--- src/rtl/pipe_pkg.sv ---
// Shared pipeline-stage definitions: skid-buffer occupancy states.
package pipe_pkg;

    typedef enum logic [1:0] {
        EMPTY = 2'd0,
        ONE   = 2'd1,
        TWO   = 2'd2
    } buf_state_e;

endpackage

--- src/rtl/pipe_slot.sv ---
// Enable-loaded register with synchronous clear; holds one {ctrl, data} entry.
module pipe_slot #(
    parameter int W = 48
) (
    input  logic         clk,
    input  logic         rstn,
    input  logic         clr,
    input  logic         en,
    input  logic [W-1:0] d,
    output logic [W-1:0] q
);

    always_ff @(posedge clk) begin
        if (!rstn)     q <= '0;
        else if (clr)  q <= '0;
        else if (en)   q <= d;
    end

endmodule

--- src/rtl/pipe_stage_buf.sv ---
// Two-entry skid buffer between pipeline stages; all outputs come from registers.
module pipe_stage_buf
    import pipe_pkg::*;
#(
    parameter int DATA_W     = 32,
    parameter int CTRL_W     = 16,
    parameter bit CLEAR_DATA = 1'b0
) (
    input  logic              clk,
    input  logic              rstn,
    input  logic              flush,
    input  logic              in_valid,
    output logic              in_ready,
    input  logic [CTRL_W-1:0] in_ctrl,
    input  logic [DATA_W-1:0] in_data,
    output logic              out_valid,
    input  logic              out_ready,
    output logic [CTRL_W-1:0] out_ctrl,
    output logic [DATA_W-1:0] out_data,
    output logic [1:0]        occupancy
);

    localparam int SLOT_W = CTRL_W + DATA_W;

    buf_state_e        state_q, state_d;
    logic              accept, consume;
    logic              main_en, main_from_skid, main_clr;
    logic              skid_en, skid_clr;
    logic [SLOT_W-1:0] main_q, skid_q, main_d;

    // Handshakes depend on registered state only, so no ready path crosses the stage.
    assign accept  = in_valid  & (state_q != TWO);
    assign consume = out_ready & (state_q != EMPTY);

    always_ff @(posedge clk) begin
        if (!rstn) state_q <= EMPTY;
        else       state_q <= state_d;
    end

    always_comb begin
        state_d = state_q;
        if (flush) begin
            state_d = EMPTY;
        end else begin
            case (state_q)
                EMPTY:   if (accept) state_d = ONE;
                ONE:     if (accept && !consume) state_d = TWO;
                         else if (!accept && consume) state_d = EMPTY;
                TWO:     if (consume) state_d = ONE;
                default: state_d = EMPTY;
            endcase
        end
    end

    always_comb begin
        in_ready       = (state_q != TWO);
        out_valid      = (state_q != EMPTY);
        occupancy      = state_q;
        main_en        = 1'b0;
        main_from_skid = 1'b0;
        skid_en        = 1'b0;
        if (!flush) begin
            case (state_q)
                EMPTY:   main_en = accept;
                ONE: begin
                    main_en = accept & consume;
                    skid_en = accept & ~consume;
                end
                TWO: begin
                    main_en        = consume;
                    main_from_skid = 1'b1;
                end
                default: ;
            endcase
        end
        // Payload wipe on empty only matters when the consumer wants a zero bubble.
        main_clr = CLEAR_DATA && (state_d == EMPTY);
        skid_clr = CLEAR_DATA && flush;
    end

    assign main_d = main_from_skid ? skid_q : {in_ctrl, in_data};

    pipe_slot #(.W(SLOT_W)) u_main (
        .clk (clk),
        .rstn(rstn),
        .clr (main_clr),
        .en  (main_en),
        .d   (main_d),
        .q   (main_q)
    );

    pipe_slot #(.W(SLOT_W)) u_skid (
        .clk (clk),
        .rstn(rstn),
        .clr (skid_clr),
        .en  (skid_en),
        .d   ({in_ctrl, in_data}),
        .q   (skid_q)
    );

    assign out_ctrl = out_valid ? main_q[SLOT_W-1:DATA_W] : '0;
    assign out_data = main_q[DATA_W-1:0];

endmodule

--- config.mk ---
export PLATFORM = sky130hd
export DESIGN_NAME = pipe_stage_buf
export DESIGN_NICKNAME = d
export VERILOG_FILES = /design/src/rtl/pipe_pkg.sv /design/src/rtl/pipe_slot.sv /design/src/rtl/pipe_stage_buf.sv
export SDC_FILE = /design/constraint.sdc
export NUM_CORES = 1
export LEC_CHECK = 0
export ABC_AREA = 1
export CAP_MARGIN = 20
export CELL_PAD_IN_SITES_DETAIL_PLACEMENT = 1
export CELL_PAD_IN_SITES_GLOBAL_PLACEMENT = 2
export CORE_ASPECT_RATIO = 1.4
export CORE_MARGIN = 2
export CORE_UTILIZATION = 27
export DETAILED_ROUTE_END_ITERATION = 8
export GPL_TIMING_DRIVEN = 0
export PLACE_DENSITY_LB_ADDON = 0.1
export SYNTH_ARGS = -nofsm -noshare
export SYNTH_HDL_FRONTEND = slang
export SYNTH_SLANG_ARGS = --single-unit
--- constraint.sdc ---
create_clock -name clk -period 1.9 [get_ports clk]
set_input_delay 0.38 -clock clk [delete_from_list [all_inputs] [get_ports clk]]
set_output_delay 0.38 -clock clk [all_outputs]
set_load 0.03 [all_outputs]
; ---- Word-level counts from Yosys, hierarchy flattened
; Cells that the tools add are included.
[classes]
eq_ne = 6
bitwise_logic = 6
n_reduce_logical = 8
mux = 13
[op_table]
columns = op, count
row1 = two-way mux 48 bit, 1
row2 = two-way mux 16 bit, 1
row3 = two-way mux 2 bit, 4
row4 = "!= test 2 bit, second input constant", 3
row5 = one-hot mux 2 bit (3 select lines), 1
row6 = two-way mux 1 bit, 5
row7 = bitwise AND 1 bit, 4
row8 = "!= test 3 bit, second input constant", 1
row9 = one-hot mux 1 bit (3 select lines), 1
row10 = AND reduction 3 bit, 1
row11 = "== test 2 x 1 -> 1 bit, second input constant", 1
row12 = "== test 2 bit, second input constant", 1
row13 = logical AND 1 bit, 2
row14 = zero test 1 bit, 2
row15 = zero test 2 bit, 1
row16 = NOT 1 bit, 2
row17 = nonzero test 2 bit, 1
row18 = OR reduction 2 bit, 1
[totals]
reg_bits = 98
out_inout_bits = 52

; ---- Depth between registers and ports, before layout
[depth]
depth_word = 7
depth_mapped = 12
depth_no_buf = 10

; ---- Cells and area by module
; From an unflattened synthesis, not the netlist that was laid out.
[unflattened]
cells_unflattened = 653
hier_area_um2 = 4364.2
[by_module_without_submodules]
columns = module, instances, seq_area_each_um2, area_each_um2, cells_each
row1 = pipe_slot, 2, 960.9, 1667.8, 210
row2 = pipe_stage_buf, 1, 40.0, 1028.5, 233

; ---- Worst setup path before layout
; No wires, ideal clock.
[synth_timing]
path_type = register to register
start = register state_q[1] (netlist: occupancy[1])
end = register u_main.q[7]
path_stages_with_launch = 13
path_buffers = 3
t_arrival_ns = 1.907
synth_period_minus_slack_ns = 1.971
required_time_ns = 1.836
setup_ns = 0.064
slack_ns = -0.071
cell_sequence = dfxtp_1 -> inv_2 -> nor2_4 -> buf_2 -> nor2_1 -> ha_1 -> nand3_1 -> nand3_1 -> nand2_2 -> buf_6 -> buf_6 -> nor2_1 -> nor2_1
[synth_via]
elab_chain_cells = 5
[synth_rtl]
columns = item, line_no
row1 = from (decl), pipe_stage_buf.sv:25  ; buf_state_e state_q, state_d;
row2 = from (signal assigned), pipe_stage_buf.sv:37  ; else state_q <= state_d;
row3 = != test 2 bit or nonzero test 2 bit (tied branches), "pipe_stage_buf.sv:32, pipe_stage_buf.sv:33"
row4 = "bitwise AND 1 bit, on equally long branches", "pipe_stage_buf.sv:32, pipe_stage_buf.sv:33"
row5 = bitwise AND 1 bit, pipe_stage_buf.sv:66  ; main_en = accept & consume;
row6 = one-hot mux 1 bit (3 select lines), pipe_stage_buf.sv:63  ; case (state_q)
row7 = two-way mux 1 bit, pipe_stage_buf.sv:62  ; if (!flush) begin
row8 = to (signal assigned), pipe_slot.sv:14  ; if (!rstn) q <= '0;
row9 = to (signal assigned), pipe_slot.sv:15  ; else if (clr) q <= '0;
row10 = to (signal assigned), pipe_slot.sv:16  ; else if (en) q <= d;
row11 = to (decl), pipe_slot.sv:10  ; output logic [W-1:0] q
; Parallel ways exist; a longest one is shown, timed or not.
; A chain may end at the register's enable or synchronous reset.

; ---- Worst setup path in the final report
[layout_timing]
start = register state_q[0] (netlist: occupancy[0])
end = output occupancy[0]
[layout_rtl]
columns = item, line_no
row1 = to (decl), pipe_stage_buf.sv:20  ; output logic [1:0] occupancy
; No word-level cell between the ends.

==> results by group <==
Final layout
  • Final cell area excluding filler cells: 0.00654 mm2
  • Net count, final: 906
  • FF/Latch Area: 0.00197 mm2
  • Layout area overhead: 37.5%
  • Fill cells: 2,230
  • Fin util: 37.7%
  • Multi-input logic area: ~0.0020 mm2
  • Share of cells above drive strength 1: about 13%

Detailed routing
  • DR vias/cell: 4.33
  • Number of routed nets with antenna violations: 0
  • Initial DRT Pass Iterations: 6
  • Drc violations: 0
  • Vias: 4,724
  • Avg WL per Cell: 13.6 um
  • DR iter-0 viols: 115
  • Final WL: 14,800 um

Power
  • Peak supply drop: 422 uV
  • Leak pwr: between 3 and 4 nW
  • Power Dens Cells: 751 mW/mm2
  • Tot Pwr: 4.91 mW

Clock network
  • Clock Tree Buf Depth: 2
  • Clock sink count: 98
  • Clk slew on worst S/H paths: 60 ps
  • CTS tree: done
  • Clk Latency, worst-skew pair: roughly 340 ps
  • Clock Tree Root: clkbuf_16
  • # H-tree levels: 3
  • CTS Buf Count: 9
  • CTS Hold Bufs: 0

Global routing
  • Initial antenna violation count: 0
  • First-pass GRT wire length: 24,500 um
  • Vias in the first global route: between 4,000 and 5,000
  • Total congestion overflow: 0
  • GRT Total Usage: 16.7%
  • Largest net degree at the start of global routing: 15

Timing
  • Final-report hold violation count: 0
  • Final clock skew: approximately 4.0 ps
  • Final Hold Slack: 427 ps
  • Fmax: ~0.54 GHz
  • Final Max Slew Viols: 0
  • Final min period: 1850 ps
  • Max_slew headroom: 62.2%
  • Setup Viol. Count Final: 0
  • Worst-Margin Slew: between 500 and 600 ps
  • Final worst-path cycle share: ~100%
  • Final TNS setup: 0 ps

Run
  • Max Cap Violations: 0

Die
  • Die ar.: 0.0187 mm2
  • Std-Cell Rows: 57
  • Core area: roughly 0.017 mm2
  • Initial core utilization: 27.4%
  • Die W: 116 um
  • Io pins: 105
  • Die Span Y: ~160 um

Critical path
  • CP required: 1520 ps
  • Bufs and invs on worst path: 1
  • Worst Setup Start Kind: flop
  • CP top delay family: buffers and inverters
  • Critical Path Max Stage Delay: around 730 ps
  • CP max-delay cell: clkdlybuf4s50_1
  • Cell chain of the critical path: clkdlybuf4s50_1
  • CP arrival: 1470 ps
  • Critical path class: flop to output port
  • CP Capture Type: output port
  • Worst Path Max Fanout: 5

Placement
  • IO buf count: 103
  • HPWL after DPL: 10,900 um
  • DP Area: about 0.0061 mm2
  • Placer Congestion: between 0.8 and 0.9

Logic synthesis
  • Mapped cell area: 0.00476 mm2
  • Synth warn: 0
  • Mapped Cells: between 700 and 800
  • Yosys reg bits: 98
  • Synth unique cells: 21
  • Mapped Nets: 787
  • Syn_area_per_cell: 6.50 um2
  • Sequential share of the synthesized area: about 41%

Min path
  • HP Class: input port to flop

Status
  • Status: finished clean
timing repair:
item | in CTS | in global routing
endpoints found under the hold margin | 0 | 0
resized for setup | 60 | 24
endpoints found under the setup margin | 116 | 75
pin swaps | 1 | 3
setup buffers | 3 | 2
cells in the final DEF, fill, tap and decap left out, types with 2 or more instances in the layout:
master	netlist	layout
a21oi_1	21	21
nor2_4	2	3
clkbuf_8	0	2
o21ai_1	33	33
ha_1	2	2
dlymetal6s2s_1	0	3
buf_2	13	7
nand3_1	32	31
dfxtp_1	98	96
inv_2	2	2
nor2_1	171	164
clkdlybuf4s15_2	0	10
buf_4	34	39
dfxtp_4	0	2
dlygate4sd2_1	0	6
clkbuf_2	0	5
buf_6	9	8
nand2_1	177	177
clkbuf_1	19	17
nor2_2	1	7
inv_1	77	77
buf_12	0	3
clkbuf_16	0	9
clkdlybuf4s50_1	0	81
clkbuf_4	0	5
o21ai_0	35	35
Yosys cell counts (all sizes together):
library cell,count,share of area [%]
ha,2,0.53
nand2,179,14
o211ai,1,0.16
buf,57,8.9
inv,79,6.2
a21oi,21,2.2
o21ai,68,7.2
clkbuf,19,1.5
clkinv,1,0.11
nor2,174,14
dfxtp,98,41
nand3,33,3.6
metal layers:
metal,vias up,part of all wire [%],GRT usage [%]
li1,2420,-,-
met1,2200,43,20.2
met2,86,51,29.5
met3,18,3.5,3.11
met4,0,2.1,5.63
met5,-,0,0
stage by stage:
step	setup WS [ps]	std cells
2_1_floorplan	102	732
3_3_place_gp	-386	1071
3_5_place_dp	-472	1071
4_1_cts	-0.431	1089
5_1_grt	-1.05	1091
6_report	49.0	1092
worst min-delay path, stage by stage:
cell	delay [ps]
dlymetal6s2s_1	140
inv_1	80
nand2_1	70
a21oi_1	60
report_power, final:
| group | switching [mW] | leakage (nW) | total [mW] | internal [mW] |
|---|---|---|---|---|
| Sequential | 0.0438 | 0.802 | 2.19 | 2.15 |
| Clock | 0.787 | 0.136 | 1.84 | 1.05 |
| Combinational | 0.476 | 2.10 | 0.879 | 0.402 |
flip-flops by register name, summed over array words and instances (netlist names):
signal,count
occupancy,2
u_skid.q,48
u_main.q,48
final cells by class:
type                       instances  area share [%]
timing repair buffer             108            16.6
clock inverter                     2           0.574
tap                              236            4.51
clock buffer                      13            3.83
inverter                          80            4.67
multi-input combinational        478            31.1
sequential                        98            30.1
buffer                            76            8.53
antenna                            1          0.0383
cells by family after synthesis:
logic type / share of synthesized area, %
AO/OA/AOI/OAI: 9.52
adder cells (fa/ha/maj): 0.526
buffers and inverters: 16.8
flip-flops: 41.3
AND/OR/NAND/NOR: 31.9
worst paths after layout:
| path | cells after the start | endpoint | start | slack (ps) |
|---|---|---|---|---|
| hold / removal | 4 | occupancy[1] | out_ready | 430 |
| setup reg to reg | 9 | u_skid.q[30] | occupancy[1] | 120 |
| hold reg to reg | 2 | u_skid.q[9] | u_skid.q[9] | 450 |
| setup / recovery | 1 | occupancy[0] | occupancy[0] | 50 |
Power figures use the tool's default switching activity.
==> variant, RTL diff (same flow settings) <==
The parameter `DATA_W` goes from 32 to 16.
--- a/src/rtl/pipe_stage_buf.sv
+++ b/src/rtl/pipe_stage_buf.sv
@@ -2,7 +2,7 @@
 module pipe_stage_buf
     import pipe_pkg::*;
 #(
-    parameter int DATA_W     = 32,
+    parameter int DATA_W     = 16,
     parameter int CTRL_W     = 16,
     parameter bit CLEAR_DATA = 1'b0
 ) (
Ports: changed (resized in_data and out_data); port bits go from 105 to 73. No check against the original RTL was run, so the function may have changed too.
==> variant against the original RTL <==
  * Sequential share of layout area fell by 1.6 points
  * Total power down 25%
  * Final area fell by 29%
  * Sequential cell count down 32
  * Setup slack worse by 0.0066 ns
  * Routed wire length decreased by 30%
  * Clock skew grew 0.0036 ns
  * Global-route usage decreased by 0.21 points
  * Synthesized area is 31% lower
  * Largest cell class unchanged
==> variant: results (changes against the original RTL) <==
Cells and area
  – Layout cells sized above 1: 0.160 (+0.0311)
  – Filler Cells Inserted: 1510 (-32%)

Synthesis
  – Cell Area, Synth: 3280 um2 (-31%)
  – Syn Nets: 547 (-30%)
  – Library cells used by synthesis: 23 (+9.5%)
  – Top cells by area, synth: dfxtp_1, nor2_1, nand2_1
  – Sequential area share after synthesis: 0.403 (-0.00962)
  – Post-synth top cells: nor2_1, nand2_1, dfxtp_1, inv_1

Setup path
  – CP max stage cell: dfxtp_4
  – CP peak stage delay: 0.36 ns (-0.37 ns)
  – R2R Path End: u_skid.q[13]$_SDFFE_PN0P_

Min path
  – Hold path start: u_skid.q[31]$_SDFFE_PN0P_
  – Hold Crit Depth: 2 (-2)
  – Class of the worst hold path: reg2reg
  – Hold Path End: u_skid.q[31]$_SDFFE_PN0P_

Placement
  – Number of buffers added on ports: 71 (-31%)
  – Placed Area: 4180 um2 (-31%)
  – Post-DP HPWL: 7.24 mm (-34%)
  – GPL Wtd Cong: 0.756 (-7.3%)

GRT
  – Vias in the first global route: 3389 (-31%)
  – Global Route Usage Sum: 0.165 (-0.00210)
  – Global-route wire length before repair: 17.0 mm (-31%)
  – Largest net degree at the start of global routing: 11 (-4)

Route
  – Via density: 4.44 (+2.6%)
  – DR iter-0 viols: 80 (-30%)
  – WL final: 10.3 mm (-30%)

Pwr
  – Leakage: 2.17 nW (-29%)
  – Maximum VDD drop: 482 uV (+14%)
  – P_int: 0.00270 W (-25%)

STA
  – Clk_skew: 0.00758 ns (+0.00357 ns)
  – Pin slew with the least headroom to its limit: 0.523 ns (-0.0438 ns)

Status
  – Status: complete, no violations
variant: cell count changes after synthesis, sizes merged, moves of 23 or more:
cell,before,now
buf,57,34
dfxtp,98,66
inv,79,48
nand2,179,131
nor2,174,142
o21ai,68,36
variant: repair_timing:
action,CTS,global route
setup endpoints to repair,80,63
buffers inserted,3,8
pin swaps,3,3
cloned,2,0
gates resized for setup,61,27
variant: cell families after synthesis:
family	share of synthesized area
AND/OR/NAND/NOR	0.375
buffers and inverters	0.150
flip-flops	0.403
AO/OA/AOI/OAI	0.0649
adder cells (fa/ha/maj)	0.00763
variant: worst max path at each step:
stage / from / endpoint / slack (ns) / cells past startpoint
after floorplan: occupancy[1]$_SDFFE_PP0P_ / u_main.q[23]$_SDFFE_PN0P_ / 0.08 / 12
after global routing: occupancy[1]$_SDFFE_PP0P_ / out_ctrl[10] / -0.01 / 4
final: occupancy[1]$_SDFFE_PP0P_ / out_ctrl[10] / 0.04 / 4
after global placement: occupancy[1]$_SDFFE_PP0P_ / out_ctrl[10] / -0.31 / 4
after CTS: occupancy[0]$_SDFFE_PP0P_ / out_ctrl[15] / -0.02 / 4
after detailed placement: in_valid / u_skid.q[20]$_SDFFE_PN0P_ / -0.33 / 8
variant: final cells by class:
type / instances / share of cell area
inverters: 48 / 0.0406
clock inverters: 2 / 0.00215
multi-input cells: 351 / 0.325
clock buffers: 14 / 0.0589
plain buffers: 43 / 0.0769
well taps: 147 / 0.0395
repair buffers: 83 / 0.172
flip-flops and latches: 66 / 0.285
variant: worst register-to-register path, delay by kind of cell (launching register included):
family                     cells  cell delay, ns
adders and majority gates      1            0.20
AOI/OAI and AO/OA              1            0.18
and+or+nand+nor                4            0.53
DFF                            1            0.36
buffers and inverters          3            0.40
variant: metrics by stage:
stage	setup slack (ns)	setup TNS (ns)	util	hold slack, ns	cells
floorplan	0.0797	0	-	0.430	508
global placement	-0.307	-14.73	0.353	0.441	726
detailed placement	-0.326	-17.64	0.353	0.450	726
CTS	-0.0242	-0.102	0.387	0.459	747
global route	-0.0133	-0.0133	0.394	0.482	754
finish	0.0424	0	0.394	0.464	754
variant: layer usage:
| layer | vias up | routed length (um) | global-route usage |
|---|---|---|---|
| li1 | 1713 | - | - |
| met1 | 1560 | 4420 | 0.190 |
| met2 | 61 | 5310 | 0.294 |
| met3 | 13 | 387 | 0.0386 |
| met4 | 0 | 201 | 0.0665 |
| met5 | - | 0 | 0 |
variant: power by group through the flow:
stage	combinational [W]	sequential, W	clock (W)
after CTS	0.000585	0.00148	0.00166
after global placement	0.000555	0.00151	0
after floorplan	0.000339	0.00150	0
final	0.000587	0.00148	0.00160
after global routing	0.000656	0.00148	0.00171
after detailed placement	0.000562	0.00151	0
